### src/rtl/data_mem_responder_pkg.sv
// Shared definitions for the MEM-stage data-memory responder:
// datapath widths, the base address of the data region, the FSM
// state encoding and a helper for the wait-state counter load value.
package data_mem_responder_pkg;

  // Datapath widths used across the pipeline.
  localparam int WORD_LEN    = 32;
  localparam int ADDRESS_LEN = 32;

  // Byte address that maps to word 0 of the data storage.
  localparam int DMEM_BASE_ADDR = 1024;

  // Wait-state counter width; covers WAIT_CYCLES in 0..15.
  localparam int WAIT_CNT_W = 4;

  // Responder FSM states. The numeric values are kept stable so that
  // waveforms and any debug tooling keep reading the same codes.
  typedef enum logic [1:0] {
    DMEM_IDLE = 2'd0,
    DMEM_BUSY = 2'd1,
    DMEM_DONE = 2'd2
  } dmem_state_e;

  // Value loaded into the wait-state counter on entering BUSY. With no
  // wait states BUSY is never entered, so the value is irrelevant and 0
  // is returned to keep the counter quiet.
  function automatic logic [WAIT_CNT_W-1:0] waitLoadValue(input int waitCycles);
    if (waitCycles > 0) begin
      return WAIT_CNT_W'(waitCycles - 1);
    end
    return '0;
  endfunction

endpackage

### src/rtl/data_mem_responder_array.sv
// Word-addressed data storage behind the responder: one synchronous
// write port and one asynchronous read port. The storage has no reset,
// so its contents survive a pipeline reset.
module dmem_array
  import data_mem_responder_pkg::*;
#(
  parameter int DEPTH_LOG2 = 6
) (
  input  logic                  i_clk,
  input  logic                  i_we,
  input  logic [DEPTH_LOG2-1:0] i_windex,
  input  logic [WORD_LEN-1:0]   i_wdata,
  input  logic [DEPTH_LOG2-1:0] i_rindex,
  output logic [WORD_LEN-1:0]   o_rword
);

  localparam int DEPTH = 1 << DEPTH_LOG2;

  logic [WORD_LEN-1:0] r_mem [0:DEPTH-1];

  // Commit a store to the addressed word on the rising edge.
  always_ff @(posedge i_clk) begin
    if (i_we) begin
      r_mem[i_windex] <= i_wdata;
    end
  end

  // Loads see the stored word combinationally so the DONE cycle can
  // present it without another pipeline stage.
  assign o_rword = r_mem[i_rindex];

endmodule

### src/rtl/data_mem_responder.sv
// Responder end of the MEM-stage data-memory interface. Accepts one load
// or store at a time, holds the pipeline with mem_stall while it inserts
// WAIT_CYCLES wait states, then reports completion for exactly one cycle
// (DONE) with the load data or an address-error strobe.
module data_mem_responder
  import data_mem_responder_pkg::*;
#(
  parameter int                     WAIT_CYCLES = 2,
  parameter int                     DEPTH_LOG2  = 6,
  parameter logic [ADDRESS_LEN-1:0] BASE_ADDR   = ADDRESS_LEN'(DMEM_BASE_ADDR)
) (
  input  logic                   clk,
  input  logic                   rst,
  input  logic                   req_read,
  input  logic                   req_write,
  input  logic [ADDRESS_LEN-1:0] req_addr,
  input  logic [WORD_LEN-1:0]    req_wdata,
  output logic                   mem_stall,
  output logic [WORD_LEN-1:0]    rdata,
  output logic                   rdata_valid,
  output logic                   addr_error
);

  // Number of words in the storage, widened to address width so the
  // range check compares like with like.
  localparam logic [ADDRESS_LEN-1:0] DEPTH_WORDS = ADDRESS_LEN'(1) << DEPTH_LOG2;

  // Counter value on entering BUSY and a width-matched decrement step.
  localparam logic [WAIT_CNT_W-1:0] WAIT_LOAD = waitLoadValue(WAIT_CYCLES);
  localparam logic [WAIT_CNT_W-1:0] CNT_ONE   = WAIT_CNT_W'(1);

  // With no wait states the request goes straight from IDLE to DONE and
  // a store must commit on that same edge from the live request inputs.
  localparam bit NO_WAIT = (WAIT_CYCLES == 0);

  dmem_state_e r_state;
  dmem_state_e w_nextState;

  logic [WAIT_CNT_W-1:0]  r_count;
  logic [DEPTH_LOG2-1:0]  r_index;
  logic [WORD_LEN-1:0]    r_wdata;
  logic                   r_isRead;
  logic                   r_isWrite;
  logic                   r_illegal;

  logic                   w_reqPresent;
  logic                   w_reqIllegal;
  logic [ADDRESS_LEN-1:0] w_offset;
  logic [ADDRESS_LEN-1:0] w_reqIndexWide;
  logic [DEPTH_LOG2-1:0]  w_reqIndex;
  logic                   w_accept;

  logic                   w_commitFromBusy;
  logic                   w_commitFromIdle;
  logic                   w_commit;
  logic [DEPTH_LOG2-1:0]  w_commitIndex;
  logic [WORD_LEN-1:0]    w_commitData;
  logic [WORD_LEN-1:0]    w_rword;

  assign w_reqPresent = req_read | req_write;
  assign w_accept     = (r_state == DMEM_IDLE) && w_reqPresent;

  // Decode the incoming byte address into a word index and decide
  // whether the request may touch storage. The index is kept at full
  // address width for the range test so an address far beyond the
  // storage cannot alias back into it through truncation.
  always_comb begin
    w_offset       = req_addr - BASE_ADDR;
    w_reqIndexWide = w_offset >> 2;
    w_reqIndex     = w_reqIndexWide[DEPTH_LOG2-1:0];
    w_reqIllegal   = (req_addr[1:0] != 2'b00)
                  || (req_addr < BASE_ADDR)
                  || (w_reqIndexWide >= DEPTH_WORDS)
                  || (req_read && req_write);
  end

  // State register; reset always returns the responder to IDLE.
  always_ff @(posedge clk) begin
    if (!rst) begin
      r_state <= DMEM_IDLE;
    end else begin
      r_state <= w_nextState;
    end
  end

  // Next-state and output decode. Outputs are forced low while reset is
  // asserted so the pipeline is never held or strobed during reset.
  always_comb begin
    w_nextState = r_state;
    mem_stall   = 1'b0;
    rdata       = '0;
    rdata_valid = 1'b0;
    addr_error  = 1'b0;

    case (r_state)
      DMEM_IDLE: begin
        if (w_reqPresent) begin
          mem_stall = 1'b1;
          if (NO_WAIT) begin
            w_nextState = DMEM_DONE;
          end else begin
            w_nextState = DMEM_BUSY;
          end
        end
      end
      DMEM_BUSY: begin
        mem_stall = 1'b1;
        if (r_count == '0) begin
          w_nextState = DMEM_DONE;
        end
      end
      DMEM_DONE: begin
        w_nextState = DMEM_IDLE;
        addr_error  = r_illegal;
        if (r_isRead && !r_illegal) begin
          rdata_valid = 1'b1;
          rdata       = w_rword;
        end
      end
      default: begin
        w_nextState = DMEM_IDLE;
      end
    endcase

    if (!rst) begin
      mem_stall   = 1'b0;
      rdata       = '0;
      rdata_valid = 1'b0;
      addr_error  = 1'b0;
    end
  end

  // Capture the request on acceptance and run the wait-state counter.
  // Only the captured copy is used afterwards, so the pipeline changing
  // its request lines mid-access has no effect.
  always_ff @(posedge clk) begin
    if (!rst) begin
      r_count   <= '0;
      r_index   <= '0;
      r_wdata   <= '0;
      r_isRead  <= 1'b0;
      r_isWrite <= 1'b0;
      r_illegal <= 1'b0;
    end else if (w_accept) begin
      r_count   <= WAIT_LOAD;
      r_index   <= w_reqIndex;
      r_wdata   <= req_wdata;
      r_isRead  <= req_read;
      r_isWrite <= req_write;
      r_illegal <= w_reqIllegal;
    end else if ((r_state == DMEM_BUSY) && (r_count != '0)) begin
      r_count <= r_count - CNT_ONE;
    end
  end

  // A legal store commits on the edge that enters DONE. Gating with rst
  // aborts a store whose commit edge coincides with reset.
  assign w_commitFromBusy = (r_state == DMEM_BUSY) && (r_count == '0)
                         && r_isWrite && !r_illegal;
  assign w_commitFromIdle = NO_WAIT && w_accept && req_write && !w_reqIllegal;
  assign w_commit         = rst && (w_commitFromBusy || w_commitFromIdle);
  assign w_commitIndex    = w_commitFromIdle ? w_reqIndex : r_index;
  assign w_commitData     = w_commitFromIdle ? req_wdata  : r_wdata;

  dmem_array #(
    .DEPTH_LOG2 (DEPTH_LOG2)
  ) u_array (
    .i_clk    (clk),
    .i_we     (w_commit),
    .i_windex (w_commitIndex),
    .i_wdata  (w_commitData),
    .i_rindex (r_index),
    .o_rword  (w_rword)
  );

endmodule

### config.mk
export PLATFORM = sky130hd
export DESIGN_NAME = data_mem_responder
export DESIGN_NICKNAME = d
export VERILOG_FILES = /design/src/rtl/data_mem_responder_pkg.sv /design/src/rtl/data_mem_responder_array.sv /design/src/rtl/data_mem_responder.sv
export SDC_FILE = /design/constraint.sdc
export NUM_CORES = 2
export LEC_CHECK = 0
export ABC_AREA = 1
export CAP_MARGIN = 20
export CORE_ASPECT_RATIO = 1.5
export CORE_UTILIZATION = 45
export CTS_CLUSTER_DIAMETER = 30
export CTS_CLUSTER_SIZE = 16
export DETAILED_ROUTE_END_ITERATION = 10
export SETUP_SLACK_MARGIN = 0.1
export SLEW_MARGIN = 30
export SYNTH_ARGS = -nofsm -noshare
export SYNTH_HDL_FRONTEND = slang
export SYNTH_SLANG_ARGS = --single-unit
### constraint.sdc
create_clock -name clk -period 4 [get_ports clk]
set_input_delay 1 -clock clk [delete_from_list [all_inputs] [get_ports clk]]
set_output_delay 1 -clock clk [all_outputs]
set_load 0.1 [all_outputs]
# After elaboration in Yosys (flattened, before gate mapping)
# Memories as Yosys holds them, arrays and structs flattened. A register that Yosys moved wholly into a read port is not among the register bits.
# Cells that the tools add are included.
totals:
  ff_bits: 47
  mem_bits_rw: 2048
  inputBits: 68
  out_inout_bits: 35
  mem_count: 1
memory_table:
  columns: ["name", "words", "width", "rd", "rd_ports_with_merged_regs", "wr", "line_no", "rtl"]
  rows:
  - ["u_array.r_mem", 64, 32, 1, 1, 1, "data_mem_responder_array.sv:19", "logic [WORD_LEN-1:0] r_mem [0:DEPTH-1];"]
op_classes:
  add_sub_neg: 2
  magnitude_cmp: 2
  eq_ne: 4
  n_mux: 20
  bitwise: 2
  n_reduce_logical: 19
ops:
  columns: ["cell", "count"]
  rows:
  - ["32-bit two-way mux", 3]
  - ["32-bit by 11-bit < comparator with 1-bit output (second input constant)", 1]
  - ["32-bit by 11-bit subtractor with 32-bit output (second input constant)", 1]
  - ["30-bit by 7-bit >= comparator with 1-bit output (second input constant)", 1]
  - ["6-bit two-way mux", 2]
  - ["1-bit two-way mux", 11]
  - ["1-bit logical AND", 8]
  - ["4-bit logical NOT", 1]
  - ["2-bit two-way mux", 2]
  - ["2-bit != test (second input constant)", 2]
  - ["2-bit one-hot mux with 2 select lines", 1]
  - ["2-bit nonzero test", 2]
  - ["4-bit nonzero test", 1]
  - ["4-bit by 1-bit subtractor with 4-bit output (second input constant)", 1]
  - ["1-bit logical OR", 3]
  - ["2-bit by 1-bit == test with 1-bit output (second input constant)", 1]
  - ["2-bit == test (second input constant)", 1]
  - ["2-bit logical NOT", 1]
  - ["1-bit one-hot mux with 2 select lines", 1]
  - ["2-bit AND reduction", 1]
  - ["2-bit OR reduction", 1]
  - ["1-bit logical NOT", 1]
  - ["1-bit NOT", 1]
  - ["1-bit bitwise OR", 1]

# Depth between registers and ports, before layout
logic_depth:
  ltp_word: 7
  mapped_depth: 14
  depth_no_buf: 12

# Cells and area by module
# From an unflattened synthesis, not the netlist that was laid out.
unflattened:
  cells_unflattened: 7150
  hier_area_um2: 84618.7
by_module_without_submodules:
  columns: ["module", "instances", "cells_each", "area_per_inst_um2", "seq_area_each_um2"]
  rows:
  - ["dmem_array", 1, 6737, 82097.5, 61499.0]
  - ["data_mem_responder", 1, 413, 2521.2, 940.9]

# Worst setup path before layout
# OpenSTA, ideal clock, no wires.
synth_timing:
  path_kind: "input port to output port"
  start: "input port rst"
  end: "output port addr_error"
  arrival_ns: 4.062
  path_slack_ns: -1.062
  cell_stages: 3
  path_buffers: 1
  path_cell_list: "buf_2 -> inv_1 -> nor4_1"
synth_via:
  elab_chain_cells: 1
synth_lines:
  columns: ["item", "line_no", "rtl"]
  rows:
  - ["from (decl)", "data_mem_responder.sv:13", "input logic rst,"]
  - ["1-bit two-way mux", "data_mem_responder.sv:125", "if (!rst) begin"]
  - ["to (decl)", "data_mem_responder.sv:21", "output logic addr_error"]
# No other way between the ends.

==> run metrics <==
WP data required 3.00 ns; vias in the first global route 56700; Crit path top cell by count nand3_1; Setup Total Neg Slack -6.55 ns; share of layout cells above drive strength 1 0.156; met3 WL post-DR 19.5 mm; clk_lat worst skew 0.82 ns; max_cap viols 0; Synth Warn # 0; H-tree depth 5; Final Power 0.0592 W; Max Clk Rate 233 MHz; Starting Density 0.453; CP max stage cell dfxtp_4; die width 356 µm; largest area contributor in the netlist edfxtp_1; Avg Inst Size Synth 11.9 µm²; crit path time final 4.29 ns; critical path fanouts, max 20; # IOs 103; DRT iter0 DRCs 6606; wire length on met2 130 mm; Slew HR 0.281; initial antenna violation count 7; via count 58400; first-pass GRT wire length 376 mm; status finished with violations; sequential area share after synthesis 0.740; pin count of the biggest net entering global routing 78; Synth area leaders edfxtp_1, nand3_1, nand2_1, buf_2, dfxtp_1; Leakage 37.4 nW; RePlAce Congestion 0.848; cts bufs inserted 293; DR top layer met5; violated checks design-rule violations, negative setup slack; Arr. time, crit path 3.29 ns; synthesized net count 7175; Yosys top cell area share 0.728; clock skew 0.0415 ns; Tcrit/Tclk final 1.07; crit path kind reg -> out; worst hold slack 0.468 ns; startpoint types register; Antenna Nets Post-Route 0; Hold Fails Final Rpt 0; Final Worst Setup Slack -0.285 ns; drt drc 24; Slew @ Worst Pin 1.08 ns; CP endpoint kind output pin; clock-pin slew on the worst setup and hold paths 0.06 ns; CTS tree built; drt pass-1 iters 9; Place WS 0.0247 ns; Synth cell types 27; Clock Path Buffers 4; CTS Sinks 2101; Core Area 0.186 mm²; Slew Limit Fails 0; final setup fails 32; CTS root buffer clkbuf_16; grt ovf 0; cts hold-fix bufs 0; slowest cell delay on critical path 0.37 ns; register bit total from synthesis 2101; Post-Syn Instances 7106; die area 0.190 mm²; RSZ-0062 raised after global routing yes; Power per Cell Area 568 mW/mm²; crit path cell chain buf_12, inv_16, buf_4, buf_16, buf_4, nand2_1, nand3_1, nand3_1, nand3_1, nand3_4, nand3_2, nand2_2, nor2_4, buf_12; min-delay worst type reg -> reg; Peak VDD IR 329 µV; Layout area overhead 23.3%; Synth Cell Area 0.0845 mm²; Final HPWL DP 144 mm; Port Buffers 102; Final #Nets 7518; row count 194; Total Wirelength 263 mm; aggregate global-route resource usage 0.270; met1 wire length 98.8 mm; wire per inst 26.0 µm; Vias/cell 5.77; Die H 533 µm
-- sequential cells by signal, indices dropped and copies added (netlist names), named ones only --
register and count:
r_isWrite 1, r_index 6, r_wdata 32, u_array.r_mem 2048
r_state 2, r_isRead 1, r_illegal 1, r_count 4
-- path summary, 6_finish.rpt --
| kind | start | end | slack [ns] | cells after the start |
|---|---|---|---|---|
| setup / recovery | register | rdata[9] | -0.29 | 14 |
| hold / removal | r_isWrite | r_isWrite | 0.47 | 2 |
| setup reg to reg | r_count[0] | u_array.r_mem[36][13] | 1.27 | 11 |
| hold reg to reg | r_isWrite | r_isWrite | 0.47 | 2 |
-- what timing repair did --
action,4_1_cts,5_1_grt
buffers inserted,16,9
gates cloned,16,19
resized for setup,136,165
endpoints found under the setup margin,32,32
pin swaps,9,32
-- metal layers --
metal	up-vias	global-route usage
met1	28900	0.343
met4	2	0.154
met5	-	0
li1	26000	-
met3	616	0.0317
met2	2919	0.449
-- cells by family after synthesis --
logic type / Yosys count / share of synthesized area
AND/OR/NAND/NOR: 4384 / 0.222
adder cells (fa/ha/maj): 1 / 0.000148
AO/OA/AOI/OAI: 124 / 0.00761
XOR/XNOR: 2 / 0.000207
flip-flops: 2101 / 0.740
buffers and inverters: 494 / 0.0298
-- Yosys cell counts, drive strengths merged --
cell type / count
nand2: 2314
edfxtp: 2048
nand3: 1812
buf: 368
nor2: 243
clkbuf: 91
o21ai: 68
dfxtp: 53
a21oi: 39
inv: 34
o22ai: 12
nand4: 7
nor3: 5
a31oi: 4
nand3b: 2
xor2: 2
a211oi: 1
clkinv: 1
ha: 1
nor4: 1
-- worst max-delay path: cells and delay by family, from the launching register on --
family                 cells  cell delay (ns)
buffers and inverters      6             0.99
AND/OR/NAND/NOR            8             1.08
flip-flops                 1             0.37
-- cell usage in the layout, fill, tap and decap left out, drive strengths merged --
cell           instances
bufbuf                11
buf                  410
clkinv                82
nand4                  7
diode                  5
xor2                   2
clkinvlp              29
ha                     1
dfxtp                 53
nor4                   1
nand2               2314
edfxtp              2048
a21oi                 39
nor2                 243
a31oi                  4
o21ai                 68
clkbuf               348
nor3                   5
bufinv                37
clkdlybuf4s50         67
a211oi                 1
o22ai                 12
inv                   78
nand3               1812
nand3b                 2
-- layout make-up --
type                       count  area [µm²]
clock buffer                 331        7720
sequential                  2101       62600
tap                         2450        3070
inverter                      35         185
timing repair inverter         2        27.5
multi-input combinational   4511       20900
fill                       15000       82200
timing repair buffer         505        7400
antenna                        5        12.5
clock inverter               189        2220
-- where the power goes --
| group | switching (W) | total, W | leakage [nW] | internal (W) |
|---|---|---|---|---|
| sequential | 0.000648 | 0.0254 | 19.1 | 0.0248 |
| combinational | 0.00514 | 0.00752 | 13.4 | 0.00238 |
| clock | 0.00980 | 0.0262 | 4.79 | 0.0164 |
-- through the flow --
stage	instance area [µm²]	instances	utilization
after floorplan	84600	7106	-
after global placement	91700	9545	0.492
after detailed placement	91700	9545	0.492
after CTS	103000	10100	0.552
after global routing	104000	10100	0.559
final	104000	10100	0.559
(Power assumes the default switching activity.)
